==> src/rtl/spi_temp_sensor_emu_if.sv <==
// Bus between a host and the LM70-style sensor emulator: chip selects, SCK,
// the split SIO pin and the command/status side-band.
interface spi_temp_sensor_emu_if #(
  parameter int NCH    = 2,
  parameter int DATA_W = 16,
  parameter int CMD_W  = 16
);
  localparam int CHW = (NCH > 1) ? $clog2(NCH) : 1;

  logic [NCH*DATA_W-1:0] temp_in;
  logic [NCH-1:0]        cs_n;
  logic                  sck;
  logic                  sio_in;
  logic                  sio_out;
  logic                  sio_oe;
  logic                  cmd_valid;
  logic [CMD_W-1:0]      cmd_data;
  logic [CHW-1:0]        cmd_ch;
  logic                  frame_done;
  logic                  cs_err;
  logic [NCH-1:0]        shutdown;

  modport master (
    output temp_in, cs_n, sck, sio_in,
    input  sio_out, sio_oe, cmd_valid, cmd_data, cmd_ch, frame_done, cs_err, shutdown
  );

  modport slave (
    input  temp_in, cs_n, sck, sio_in,
    output sio_out, sio_oe, cmd_valid, cmd_data, cmd_ch, frame_done, cs_err, shutdown
  );
endinterface

==> src/rtl/spi_temp_sensor_emu.sv <==
// Multi-channel LM70-family SPI temperature sensor emulator (read + command phase).
// Define SENSOR_SHUTDOWN_EN to enable shutdown/ID mode driven by all-ones/all-zeros commands.
module spi_temp_sensor_emu #(
  parameter int                NCH     = 2,
  parameter int                DATA_W  = 16,
  parameter int                CMD_W   = 16,
  parameter logic [DATA_W-1:0] ID_CODE = 16'h8001
) (
  input logic                  clk,
  input logic                  rst,
  spi_temp_sensor_emu_if.slave bus
);
  localparam int MAXW = (DATA_W > CMD_W) ? DATA_W : CMD_W;
  localparam int CW   = $clog2(MAXW + 1);
  localparam int CHW  = (NCH > 1) ? $clog2(NCH) : 1;

  localparam logic [1:0] S_IDLE  = 2'd0;
  localparam logic [1:0] S_READ  = 2'd1;
  localparam logic [1:0] S_WRITE = 2'd2;
  localparam logic [1:0] S_HOLD  = 2'd3;

  // Synchronisers; cs_n resets to idle-high so a held-low pin cannot fake an edge.
  logic [NCH-1:0] cs_s1_q, cs_s2_q, cs_prev_q;
  logic           sck_s1_q, sck_s2_q, sck_prev_q;
  logic           sio_s1_q, sio_s2_q;

  always_ff @(posedge clk or posedge rst) begin
    if (rst) begin
      cs_s1_q    <= '1;
      cs_s2_q    <= '1;
      cs_prev_q  <= '1;
      sck_s1_q   <= 1'b0;
      sck_s2_q   <= 1'b0;
      sck_prev_q <= 1'b0;
      sio_s1_q   <= 1'b0;
      sio_s2_q   <= 1'b0;
    end else begin
      cs_s1_q    <= bus.cs_n;
      cs_s2_q    <= cs_s1_q;
      cs_prev_q  <= cs_s2_q;
      sck_s1_q   <= bus.sck;
      sck_s2_q   <= sck_s1_q;
      sck_prev_q <= sck_s2_q;
      sio_s1_q   <= bus.sio_in;
      sio_s2_q   <= sio_s1_q;
    end
  end

  logic [NCH-1:0]    cs_low, cs_fall;
  logic              sck_rise, sck_fall, cs_multi;
  logic [CHW-1:0]    sel;

  always_comb begin
    cs_low   = ~cs_s2_q;
    cs_fall  = cs_prev_q & ~cs_s2_q;
    sck_rise = ~sck_prev_q & sck_s2_q;
    sck_fall = sck_prev_q & ~sck_s2_q;
    cs_multi = |(cs_low & (cs_low - NCH'(1)));
    sel      = '0;
    for (int k = NCH - 1; k >= 0; k--)
      if (cs_low[k]) sel = CHW'(k);
  end

  logic [1:0]        state_q, state_d;
  logic [DATA_W-1:0] shift_q, shift_d;
  logic [CMD_W-1:0]  cmd_sh_q, cmd_sh_d;
  logic [CW-1:0]     cnt_q, cnt_d;
  logic [CHW-1:0]    ch_q, ch_d;
  logic              oe_q, oe_d;
  logic              frame_done_q, frame_done_d;
  logic              cmd_valid_q, cmd_valid_d;
  logic              cs_err_q, cs_err_d;
  logic [CMD_W-1:0]  cmd_data_q, cmd_data_d;
  logic [CHW-1:0]    cmd_ch_q, cmd_ch_d;
  logic [NCH-1:0]    sd_q, sd_d;
  logic [CMD_W-1:0]  cmd_nxt;

  always_comb begin
    state_d      = state_q;
    shift_d      = shift_q;
    cmd_sh_d     = cmd_sh_q;
    cnt_d        = cnt_q;
    ch_d         = ch_q;
    oe_d         = oe_q;
    frame_done_d = 1'b0;
    cmd_valid_d  = 1'b0;
    cs_err_d     = 1'b0;
    cmd_data_d   = cmd_data_q;
    cmd_ch_d     = cmd_ch_q;
    cmd_nxt      = {cmd_sh_q[CMD_W-2:0], sio_s2_q};
`ifdef SENSOR_SHUTDOWN_EN
    sd_d         = sd_q;
`else
    sd_d         = '0;
`endif
    if (state_q == S_IDLE) begin
      if (|cs_fall) begin
        ch_d     = sel;
        cs_err_d = cs_multi;
        shift_d  = sd_q[sel] ? ID_CODE : bus.temp_in[sel*DATA_W +: DATA_W];
        cnt_d    = '0;
        oe_d     = 1'b1;
        state_d  = S_READ;
      end
    end else if (cs_s2_q[ch_q]) begin
      // Host released the selected channel: drop whatever phase was in flight.
      oe_d    = 1'b0;
      state_d = S_IDLE;
    end else begin
      case (state_q)
        S_READ: if (sck_fall) begin
          shift_d = {shift_q[DATA_W-2:0], 1'b0};
          if (cnt_q == CW'(DATA_W - 1)) begin
            frame_done_d = 1'b1;
            oe_d         = 1'b0;
            cnt_d        = '0;
            state_d      = S_WRITE;
          end else begin
            cnt_d = cnt_q + CW'(1);
          end
        end
        S_WRITE: if (sck_rise) begin
          cmd_sh_d = cmd_nxt;
          cnt_d    = cnt_q + CW'(1);
          if (cnt_q == CW'(CMD_W - 1)) begin
            cmd_data_d  = cmd_nxt;
            cmd_ch_d    = ch_q;
            cmd_valid_d = 1'b1;
            state_d     = S_HOLD;
`ifdef SENSOR_SHUTDOWN_EN
            if (&cmd_nxt)       sd_d[ch_q] = 1'b1;
            else if (~|cmd_nxt) sd_d[ch_q] = 1'b0;
`endif
          end
        end
        default: ;
      endcase
    end
  end

  always_ff @(posedge clk or posedge rst) begin
    if (rst) begin
      state_q      <= S_IDLE;
      shift_q      <= '0;
      cmd_sh_q     <= '0;
      cnt_q        <= '0;
      ch_q         <= '0;
      oe_q         <= 1'b0;
      frame_done_q <= 1'b0;
      cmd_valid_q  <= 1'b0;
      cs_err_q     <= 1'b0;
      cmd_data_q   <= '0;
      cmd_ch_q     <= '0;
      sd_q         <= '0;
    end else begin
      state_q      <= state_d;
      shift_q      <= shift_d;
      cmd_sh_q     <= cmd_sh_d;
      cnt_q        <= cnt_d;
      ch_q         <= ch_d;
      oe_q         <= oe_d;
      frame_done_q <= frame_done_d;
      cmd_valid_q  <= cmd_valid_d;
      cs_err_q     <= cs_err_d;
      cmd_data_q   <= cmd_data_d;
      cmd_ch_q     <= cmd_ch_d;
      sd_q         <= sd_d;
    end
  end

  assign bus.sio_out    = shift_q[DATA_W-1];
  assign bus.sio_oe     = oe_q;
  assign bus.frame_done = frame_done_q;
  assign bus.cmd_valid  = cmd_valid_q;
  assign bus.cs_err     = cs_err_q;
  assign bus.cmd_data   = cmd_data_q;
  assign bus.cmd_ch     = cmd_ch_q;
  assign bus.shutdown   = sd_q;
endmodule

==> src/flat_wrapper.sv <==
// flat-port wrapper written by rule: the top's interface ports become plain ports
module spi_temp_sensor_emu_flat 
#(
  parameter int                NCH     = 2,
  parameter int                DATA_W  = 16,
  parameter int                CMD_W   = 16,
  parameter logic [DATA_W-1:0] ID_CODE = 16'h8001
)
  (clk, rst, bus_temp_in, bus_cs_n, bus_sck, bus_sio_in, bus_sio_out, bus_sio_oe, bus_cmd_valid, bus_cmd_data, bus_cmd_ch, bus_frame_done, bus_cs_err, bus_shutdown);
  spi_temp_sensor_emu_if #(.NCH(NCH), .DATA_W(DATA_W), .CMD_W(CMD_W)) bus_i ();
  input logic clk;
  input logic rst;
  input wire logic [$bits(bus_i.temp_in)-1:0] bus_temp_in;
  input wire logic [$bits(bus_i.cs_n)-1:0] bus_cs_n;
  input wire logic [$bits(bus_i.sck)-1:0] bus_sck;
  input wire logic [$bits(bus_i.sio_in)-1:0] bus_sio_in;
  output wire logic [$bits(bus_i.sio_out)-1:0] bus_sio_out;
  output wire logic [$bits(bus_i.sio_oe)-1:0] bus_sio_oe;
  output wire logic [$bits(bus_i.cmd_valid)-1:0] bus_cmd_valid;
  output wire logic [$bits(bus_i.cmd_data)-1:0] bus_cmd_data;
  output wire logic [$bits(bus_i.cmd_ch)-1:0] bus_cmd_ch;
  output wire logic [$bits(bus_i.frame_done)-1:0] bus_frame_done;
  output wire logic [$bits(bus_i.cs_err)-1:0] bus_cs_err;
  output wire logic [$bits(bus_i.shutdown)-1:0] bus_shutdown;
  assign bus_i.temp_in = bus_temp_in;
  assign bus_i.cs_n = bus_cs_n;
  assign bus_i.sck = bus_sck;
  assign bus_i.sio_in = bus_sio_in;
  assign bus_sio_out = bus_i.sio_out;
  assign bus_sio_oe = bus_i.sio_oe;
  assign bus_cmd_valid = bus_i.cmd_valid;
  assign bus_cmd_data = bus_i.cmd_data;
  assign bus_cmd_ch = bus_i.cmd_ch;
  assign bus_frame_done = bus_i.frame_done;
  assign bus_cs_err = bus_i.cs_err;
  assign bus_shutdown = bus_i.shutdown;
  spi_temp_sensor_emu #(.NCH(NCH), .DATA_W(DATA_W), .CMD_W(CMD_W), .ID_CODE(ID_CODE)) u_core (.clk(clk), .rst(rst), .bus(bus_i));
endmodule
==> config.mk <==
export PLATFORM = sky130hd
export DESIGN_NAME = spi_temp_sensor_emu_flat
export DESIGN_NICKNAME = d
export VERILOG_FILES = /design/src/rtl/spi_temp_sensor_emu_if.sv /design/src/rtl/spi_temp_sensor_emu.sv /design/src/flat_wrapper.sv
export SDC_FILE = /design/constraint.sdc
export NUM_CORES = 1
export LEC_CHECK = 0
export CAP_MARGIN = 20
export CORE_UTILIZATION = 40
export DETAILED_ROUTE_END_ITERATION = 10
export PLACE_DENSITY = 0.71
export REMOVE_ABC_BUFFERS = 1
export SYNTH_ARGS = -nofsm -noshare
export SYNTH_HDL_FRONTEND = slang
export SYNTH_SLANG_ARGS = --single-unit
==> constraint.sdc <==
create_clock -name clk -period 3.9 [get_ports clk]
set_input_delay 0.39 -clock clk [delete_from_list [all_inputs] [get_ports clk]]
set_output_delay 0.39 -clock clk [all_outputs]
set_load 0.005 [all_outputs]
* After elaboration in Yosys (flattened, before gate mapping)
Cells that the tools add are included.
** Storage, ports and cells
- Register bits after elaboration :: 71
- Word-level logic and storage cells :: 104
- Output and inout port bits :: 24
- Bits of input ports :: 38
** Operators by class
- Reductions and logical operators :: 17
- $lt $le $gt $ge :: 2
- Muxes and demuxes :: 43
- Equality and inequality tests :: 11
- Shifts and indexed selects :: 1
- Bitwise logic cells :: 9
- Add/sub/neg operators :: 2
** Operators with widths (number)
- $mux W16 :: 6
- $shiftx A32 B6 Y16 :: 1
- $mux W5 :: 6
- $mux W1 :: 22
- $ne A4 B1 Y1 const B :: 4
- $mux W2 :: 7
- $reduce_and A4 Y1 :: 3
- $reduce_bool A3 Y1 :: 4
- $pmux W5 S2 :: 1
- $reduce_and A5 Y1 :: 2
- $ne A3 B1 Y1 const B :: 2
- $reduce_and A6 Y1 :: 1
- $add A5 B1 Y5 const B :: 1
- $eq A5 B4 Y1 const B :: 1
- $and A2 B2 Y2 :: 2
- $lt A1 B2 Y1 const B :: 2
- $not A1 Y1 :: 4
- $pmux W2 S2 :: 1
- $reduce_bool A2 Y1 :: 2
- $reduce_bool A4 Y1 :: 1
- $reduce_or A2 Y1 :: 2
- $and A1 B1 Y1 :: 2
- $eq A2 B1 Y1 const B :: 1
- $eq A2 B2 Y1 const B :: 1
- other kinds (6) :: 6

* Logic depth before layout (Yosys ltp)
Gate-level depths: netlist (run 1).
- Word-level depth :: 8
- Mapped depth :: 10
- Gate-level depth less buffers :: 7

* Worst setup path after synthesis (run 1)
No wires, ideal clock.
- Path kind :: flip-flop to flip-flop
- Start :: register u_core.state_q[1]
- End :: register u_core.cmd_ch_q, in the netlist u_core.bus.cmd_ch
- Stages on the path, launching flop included :: 11
- Arrival :: 1890 ps
- Clock period less this slack :: 2015 ps
- Setup time :: 125 ps
- Buffers on the path :: 4
- Path slack :: 1885 ps
- Required time :: 3775 ps
- Path through :: dfrtp_1 -> inv_1 -> ha_1 -> buf_2 -> nor2b_1 -> and4b_1 -> buf_6 -> and2_4 -> buf_6 -> buf_6 -> mux2_4
** On the way
- Word-level cells in the longest chain between the ends :: 3
- Elaborated cells between the ends (all ways) :: 4
- Those cells by class :: eq/ne: 1; bitwise: 1; reduce/logical: 2
** Ends and longest elaborated chain
- from (decl) :: line spi_temp_sensor_emu.sv:64 : logic [1:0] state_q, state_d;
- from (signal assigned) :: line spi_temp_sensor_emu.sv:156 : state_q <= state_d;
- $logic_not A2 Y1 :: line spi_temp_sensor_emu.sv:96 : if (state_q == S_IDLE) begin
- $not A1 Y1 (no source line)
- $reduce_and A5 Y1 (no source line) (*)
- to (signal assigned) :: line spi_temp_sensor_emu.sv:166 : cmd_ch_q <= cmd_ch_d;
- to (decl) :: line spi_temp_sensor_emu.sv:74 : logic [CHW-1:0] cmd_ch_q, cmd_ch_d;
Every way passes the cells marked *; elsewhere a longest branch is shown, timed or not.
A chain may end at the register's enable or synchronous reset.

* Final worst setup path (run 1)
- Start :: register u_core.ch_q
- End :: register u_core.cmd_data_q[1], in the netlist u_core.bus.cmd_data[1]
** On the way
- Word-level cells in the longest chain between the ends :: 4
** Ends and longest elaborated chain
- from (decl) :: line spi_temp_sensor_emu.sv:68 : logic [CHW-1:0] ch_q, ch_d;
- from (signal assigned) :: line spi_temp_sensor_emu.sv:160 : ch_q <= ch_d;
- $mux W1 (not written as such) (2 in series) :: line spi_temp_sensor_emu.sv:105 : end else if (cs_s2_q[ch_q]) begin
- $not A1 Y1 (no source line)
- $reduce_and A5 Y1 (no source line)
- to (signal assigned) :: line spi_temp_sensor_emu.sv:165 : cmd_data_q <= cmd_data_d;
- to (decl) :: line spi_temp_sensor_emu.sv:73 : logic [CMD_W-1:0] cmd_data_q, cmd_data_d;
No other way between the ends. The select of a mux whose other input is x is not followed.

==> results of run 1 <==
state kept, by name, indices dropped and copies added, names as in the netlist, 2 cells and up:
| signal | cells |
|---|---|
| u_core.cnt_q | 5 |
| u_core.shift_q | 16 |
| u_core.bus.cmd_data | 16 |
| u_core.cs_prev_q | 2 |
| u_core.cmd_sh_q | 15 |
| u_core.cs_s2_q | 2 |
| u_core.state_q | 2 |
| u_core.cs_s1_q | 2 |
metal layers:
layer / track usage [%] / vias to the layer above
met2: 23.30 / 24
met1: 17.80 / 1023
li1: - / 1023
met5: 0 / -
met4: 7.258 / 0
met3: 3.283 / 7
stage by stage:
stage                     util [%]  worst slack (ns)  hold WS, ns
after floorplan                  -             1.263       0.3312
after global placement       50.95             1.454       0.3332
after detailed placement     50.95             1.373       0.3491
after CTS                    53.17             1.357       0.3590
after global routing         53.44             1.223       0.2733
final                        53.44             1.400       0.2629
power groups by stage:
stage	Clock (mW)	Combinational, mW	Sequential (mW)
3_3_place_gp	0	0.561	0.950
5_1_grt	0.538	0.676	0.960
4_1_cts	0.502	0.584	0.944
2_1_floorplan	0	0.415	0.938
6_report	0.490	0.577	0.942
3_5_place_dp	0	0.579	0.957
logic make-up after synthesis:
| logic type | count (synthesis) | share of synthesized area [%] |
|---|---|---|
| adders and majority gates | 5 | 1.989 |
| buffers and inverters | 21 | 3.858 |
| other | 1 | 0.1192 |
| and+or+nand+nor | 65 | 10.22 |
| AOI/OAI and AO/OA | 50 | 8.672 |
| muxes | 50 | 18.42 |
| DFF | 71 | 56.72 |
cells in the mapped netlist:
master     n
dfrtp_1   65
nand2_1   36
o21ai_0   22
mux2_1    18
o21ai_1   18
mux2i_1   16
mux2_4     9
nor2b_1    7
clkbuf_1   6
dfstp_2    6
mux2_2     6
ha_1       5
buf_2      4
buf_6      4
inv_1      4
nand3_1    4
nand2b_1   3
nor2_1     3
nor3b_1    3
a21o_1     2
a21oi_1    2
a31oi_1    2
and4b_1    2
buf_4      2
a221o_1    1
a32oi_1    1
and2_4     1
buf_1      1
conb_1     1
mux2i_2    1
nand3b_1   1
nand4_1    1
nor3_1     1
nor4_1     1
o21bai_1   1
o41ai_1    1
or2_2      1
or4b_1     1
layout make-up:
type	instances	area (um2)	area share, %
clock buffers	11	141.4	3.571
clock inverters	4	22.52	0.5689
inverters	4	15.01	0.3793
multi-input cells	172	1246	31.48
flip-flops and latches	71	1784	45.07
well taps	99	123.9	3.129
repair buffers	62	625.6	15.80
layout by cell type (no fill, tap or decap), types with 2 or more instances in the layout:
| cell type | netlist | routed |
|---|---|---|
| mux2i_1 | 16 | 16 |
| a21oi_1 | 2 | 2 |
| o21ai_0 | 22 | 22 |
| buf_4 | 2 | 2 |
| nand2b_1 | 3 | 3 |
| mux2_2 | 6 | 6 |
| conb_1 | 1 | 2 |
| clkbuf_8 | 0 | 10 |
| clkdlybuf4s50_1 | 0 | 59 |
| dfrtp_1 | 65 | 65 |
| mux2_1 | 18 | 18 |
| and4b_1 | 2 | 2 |
| inv_1 | 4 | 3 |
| mux2_4 | 9 | 9 |
| a21o_1 | 2 | 2 |
| ha_1 | 5 | 5 |
| nand2_1 | 36 | 36 |
| nor2b_1 | 7 | 6 |
| nor2_1 | 3 | 3 |
| nand3_1 | 4 | 4 |
| o21ai_1 | 18 | 18 |
| dfstp_2 | 6 | 6 |
| nor3b_1 | 3 | 3 |
| a31oi_1 | 2 | 2 |
| clkinv_2 | 0 | 3 |
worst register-to-register path: cells and delay by family (launching register included):
kind | cells | cell delay [ns]
muxes | 2 | 0.69
DFF | 1 | 0.39
and+or+nand+nor | 3 | 1.32
final timing paths:
| path | from | end | slack, ns | depth (start not counted) |
|---|---|---|---|---|
| max in group asynchronous | rst | u_core.shift_q[12]$_DFFE_PP0P_ | 2.85 | 4 |
| worst min register to register | u_core.cs_s1_q[1]$_DFF_PP1_ | u_core.cs_s2_q[1]$_DFF_PP1_ | 0.36 | 0 |
| worst min-delay path | rst | u_core.cmd_sh_q[10]$_DFFE_PP0P_ | 0.26 | 2 |
| worst max-delay path | u_core.ch_q$_DFFE_PP0P_ | u_core.bus.cmd_data[1]$_DFFE_PP0P_ | 1.40 | 5 |
| worst max register to register | u_core.ch_q$_DFFE_PP0P_ | u_core.bus.cmd_data[1]$_DFFE_PP0P_ | 1.40 | 5 |
| min in group clk | u_core.cs_s1_q[1]$_DFF_PP1_ | u_core.cs_s2_q[1]$_DFF_PP1_ | 0.36 | 0 |
==> qor.yml, run 1 <==
max_freq_mhz: 400.0
syn_to_final_growth_pct: 25.86
die_w_um: 90.68
ant_nets: 0
design_power_total_mw: 2.009
cts_tree: "yes"
pwr-share-clk_pct: 24.4
numPortBuffers: 59
ys_types: 38
layout-drive-gt1-share_pct: 13.27
start_util_pct: 42.46
swShare_pct: 32.63
syn_area_um2: 3146
grt_max_degree: 52
std_cell_rows: 31
dr_wl_met3_um: 120
fin_area_um2: 3959
finClkSkew_ns: 0.005758
cp_slowest_stage_delay_ns: 0.66
hold_viol: 0
worstPathRequired_ns: 4.11
path_max_fanout: 18
drt_first_pass_iters: 4
cp_num_buf_inv: 0
gr-total-overflow: 0
synth_top_area_share_pct: 51.71
track_usage_pct: 14.32
core_area_um2: 7408
worstPathCellList: "mux2i_2 > nor2b_1 > and4b_1 > and2_4 > mux2_1"
crit_slowest_cell: "and4b_1"
cts-resized-gates: 0
highest_layer: "met4"
instances_no_fill: 423
wl_met1_um: 2510
via_per_inst: 4.910
critPathKind: "reg -> reg"
yosysTopAreaCell: "dfrtp_1"
io_pins: 62
antenna_cells: 0
dieArea_um2: 8223
p_per_area_nw_per_um2: 507.5
p_int_mw: 1.353
min_period_ns: 2.500
worst_pin_slew_ns: 1.071
end_kind: "flop"
synth.area.top_cells: "dfrtp_1 (52%), mux2_1 (6.4%), mux2i_1 (5.1%)"
wirelength_um: 5449
rsz0062_at_grt: "false"
yosysWarningCount: 0
cp.arrival_ns: 2.71
cts.path.max_buffers: 2
postPlaceCellArea_um2: 3775
route.met2.wl_um: 2730
grt_pass1_wl_um: 9301
clkTransAtPathRegs_ns: 0.07
die_y_um: 90.68
num-fill-cells: 621
p_seq_share_pct: 46.9
status: "complete, no violations"
place_inst: 407
nets: 363
setup_violations: 0
fin_crit_sh_pct: 64.10
dp_hpwl_um: 3806
static-leakage-power_nw: 1.810
combPwrFrac_pct: 28.7
h-tree-depth: 3
netlist_instances: 263
cts_inserted_buffers: 9
wire_per_inst_um: 12.88
antenna_found_initial: 0
min_path_type: "in -> async"
drc: 0
peakVddDrop_mv: 0.2863
tns_ns: 0
cts_setup_buffers: 0
clock-sinks: 71
num_vias: 2077
gp_congestion: 0.7594
cts_hold_buf: 0
clock_tree.root_cell: "clkbuf_8"
crit_family: "simple AND/OR/NAND/NOR gates"
grt_pass1_vias: 2028
slew-limit-headroom_pct: 28.31
clkLatencyLatePin_ns: 0.33
postSynthRegisterBits: 71
worstSetupStartpointType: "flop"
syn_area_per_cell_um2: 11.96
cap_viol_max_count: 0
drv_slew: 0
drtIter0Drc: 78
switching_power_mw: 0.6556
seq_area_frac_synth_pct: 56.72
Note: power is estimated with default switching activity, not from simulation.
==> run 2, diff against run 1 <==
Settings changed: PLACE_DENSITY 0.71 to 0.74.
Clock period 3.9 ns to 2.21 ns, I/O delays scaled along.
==> qor.yml, run 2 (same netlist as run 1, synthesis figures left out) <==
status: "complete, no violations"  # unchanged
dieArea_um2: 8223  # unchanged
grt_pass1_wl_um: 9501  # was 9301 um
static-leakage-power_nw: 1.838  # was 1.810 nW
drt_first_pass_iters: 4  # unchanged
cts_tree: "yes"  # unchanged
final_core_util_pct: 54.15  # was 53.44%
worstSetupStartpointType: "flop"  # unchanged
start_util_pct: 42.46  # unchanged
gp_congestion: 0.7687  # was 0.7594
cts.path.max_buffers: 2  # unchanged
cts_hold_buf: 0  # unchanged
die_w_um: 90.68  # unchanged
grt_pass1_vias: 2065  # was 2,028
path_max_fanout: 18  # unchanged
drtIter0Drc: 121  # was 78
antenna_found_initial: 0  # unchanged
grt-busiest-layer: "met2"  # unchanged
layout_common_cells: "dfrtp_1 (65), clkdlybuf4s50_1 (59), nand2_1 (36), o21ai_0 (22)"  # unchanged
std_cell_rows: 31  # unchanged
fin_crit_sh_pct: 88.80  # was 64.10%
clkLatencyLatePin_ns: 0.34  # was 0.33 ns
clock-sinks: 71  # unchanged
io_pins: 62  # unchanged
grt_util_met3_pct: 3.367  # was 3.283%
gr-total-overflow: 0  # unchanged
die_y_um: 90.68  # unchanged
tns_ns: 0  # unchanged
h-tree-depth: 3  # unchanged
min_path_type: "in -> async"  # unchanged
track_usage_pct: 14.66  # was 14.32%
ant_nets: 0  # unchanged
cp.arrival_ns: 2.18  # was 2.71 ns
cap_viol_max_count: 0  # unchanged
clkTransAtPathRegs_ns: 0.07  # about the same
peakVddDrop_mv: 0.3633  # was 0.2863 mV
rsz0062_at_grt: "false"  # unchanged
drv_slew: 0  # unchanged
wirelength_um: 5525  # was 5449 um
mostFrequentLayoutCell: "dfrtp_1"  # unchanged
cts_setup_buffers: 0  # unchanged
via_per_inst: 4.923  # was 4.910
drc: 0  # unchanged
num_vias: 2107  # was 2,077
hold_viol: 0  # unchanged
setup_violations: 0  # unchanged
grt_max_degree: 72  # was 52
layout-drive-gt1-share_pct: 14.29  # was 13.27%
crit_slowest_cell: "dfrtp_1"  # was and4b_1
cp_slowest_stage_delay_ns: 0.39  # was 0.66 ns
nets: 368  # was 363
p_per_area_nw_per_um2: 921.9  # was 507.5 nW/um2
finClkSkew_ns: 0.009395  # was 0.005758 ns
syn_to_final_growth_pct: 27.53  # was 25.86%
numPortBuffers: 59  # unchanged
r2r-start: "u_core.ch_q$_DFFE_PP0P_"  # unchanged
end_kind: "flop"  # unchanged
core_area_um2: 7408  # unchanged
worstPathRequired_ns: 2.43  # was 4.11 ns
use_met1_pct: 18.87  # was 17.80%
max_freq_mhz: 509.6  # was 400.0 MHz
antenna_cells: 0  # unchanged
dp_hpwl_um: 3861  # was 3806 um
cp-startpoint: "u_core.ch_q$_DFFE_PP0P_"  # unchanged
cts-resized-gates: 0  # unchanged
worstPathCellList: "mux2i_2 > nor2b_1 > and4b_1 > and2_4 > mux2_1"  # unchanged
critPathKind: "reg -> reg"  # unchanged
cp_num_buf_inv: 0  # unchanged
cts_inserted_buffers: 9  # unchanged
wire_per_inst_um: 12.91  # was 12.88 um
crit_family: "simple AND/OR/NAND/NOR gates"  # unchanged
clock_tree.root_cell: "clkbuf_8"  # unchanged
use_met2_pct: 22.98  # was 23.30%
min_period_ns: 1.962  # was 2.500 ns
run 2: cell count changes in the layout (fill, tap and decap cells not counted), sizes merged:
cell | before | now
clkinv | 3 | 2
buf | 3 | 8
bufinv | 0 | 1
run 2: final timing paths:
| kind | endpoint | slack (ns) | depth (start not counted) |
|---|---|---|---|
| worst max-delay path | u_core.bus.cmd_data[3]$_DFFE_PP0P_ | 0.25 | 5 |
| worst min-delay path | u_core.bus.cmd_data[8]$_DFFE_PP0P_ | 0.26 | 3 |
| worst max register to register | u_core.bus.cmd_data[3]$_DFFE_PP0P_ | 0.25 | 5 |
| worst min register to register | u_core.cs_s2_q[0]$_DFF_PP1_ | 0.35 | 0 |
| max in group asynchronous | u_core.cs_s1_q[1]$_DFF_PP1_ | 1.60 | 3 |
| min in group clk | u_core.cs_s1_q[0]$_DFF_PP1_ | 0.29 | 1 |
run 2: power breakdown:
group	internal (mW)	total, mW	switching (mW)
Sequential	1.53	1.67	0.134
Clock	0.512	0.960	0.448
Combinational	0.475	1.07	0.597
run 2: worst reg2reg max path: cells and delay by family (launching register included):
family | cells | cell delay [ns]
mux | 2 | 0.69
simple gates | 3 | 0.77
flops | 1 | 0.39
run 2: final cells by class:
class                      count  area [um2]
sequential                    71        1784
clock inverter                 4       47.55
inverter                       4       15.01
tap                           99       123.9
multi-input combinational    172        1246
clock buffer                  11       131.4
fill                         631        3397
timing repair buffer          67       663.1
run 2: through the flow:
stage	hold slack, ns	power, mW	setup WS (ns)	instances	instance area [um2]
global route	0.2879	3.981	0.1257	428	4011
CTS	0.2748	3.738	0.2725	428	4011
finish	0.2616	3.698	0.2476	428	4011
floorplan	0.2255	2.387	-0.4266	247	3043
detailed placement	0.3470	2.767	0.2648	413	3832
global placement	0.3355	2.714	0.3393	413	3832
run 2: routing by layer:
layer	vias to the layer above	share of wire, %
met4	0	2.0
met1	1032	47
met5	-	0
met3	9	2.4
met2	29	49
li1	1037	-
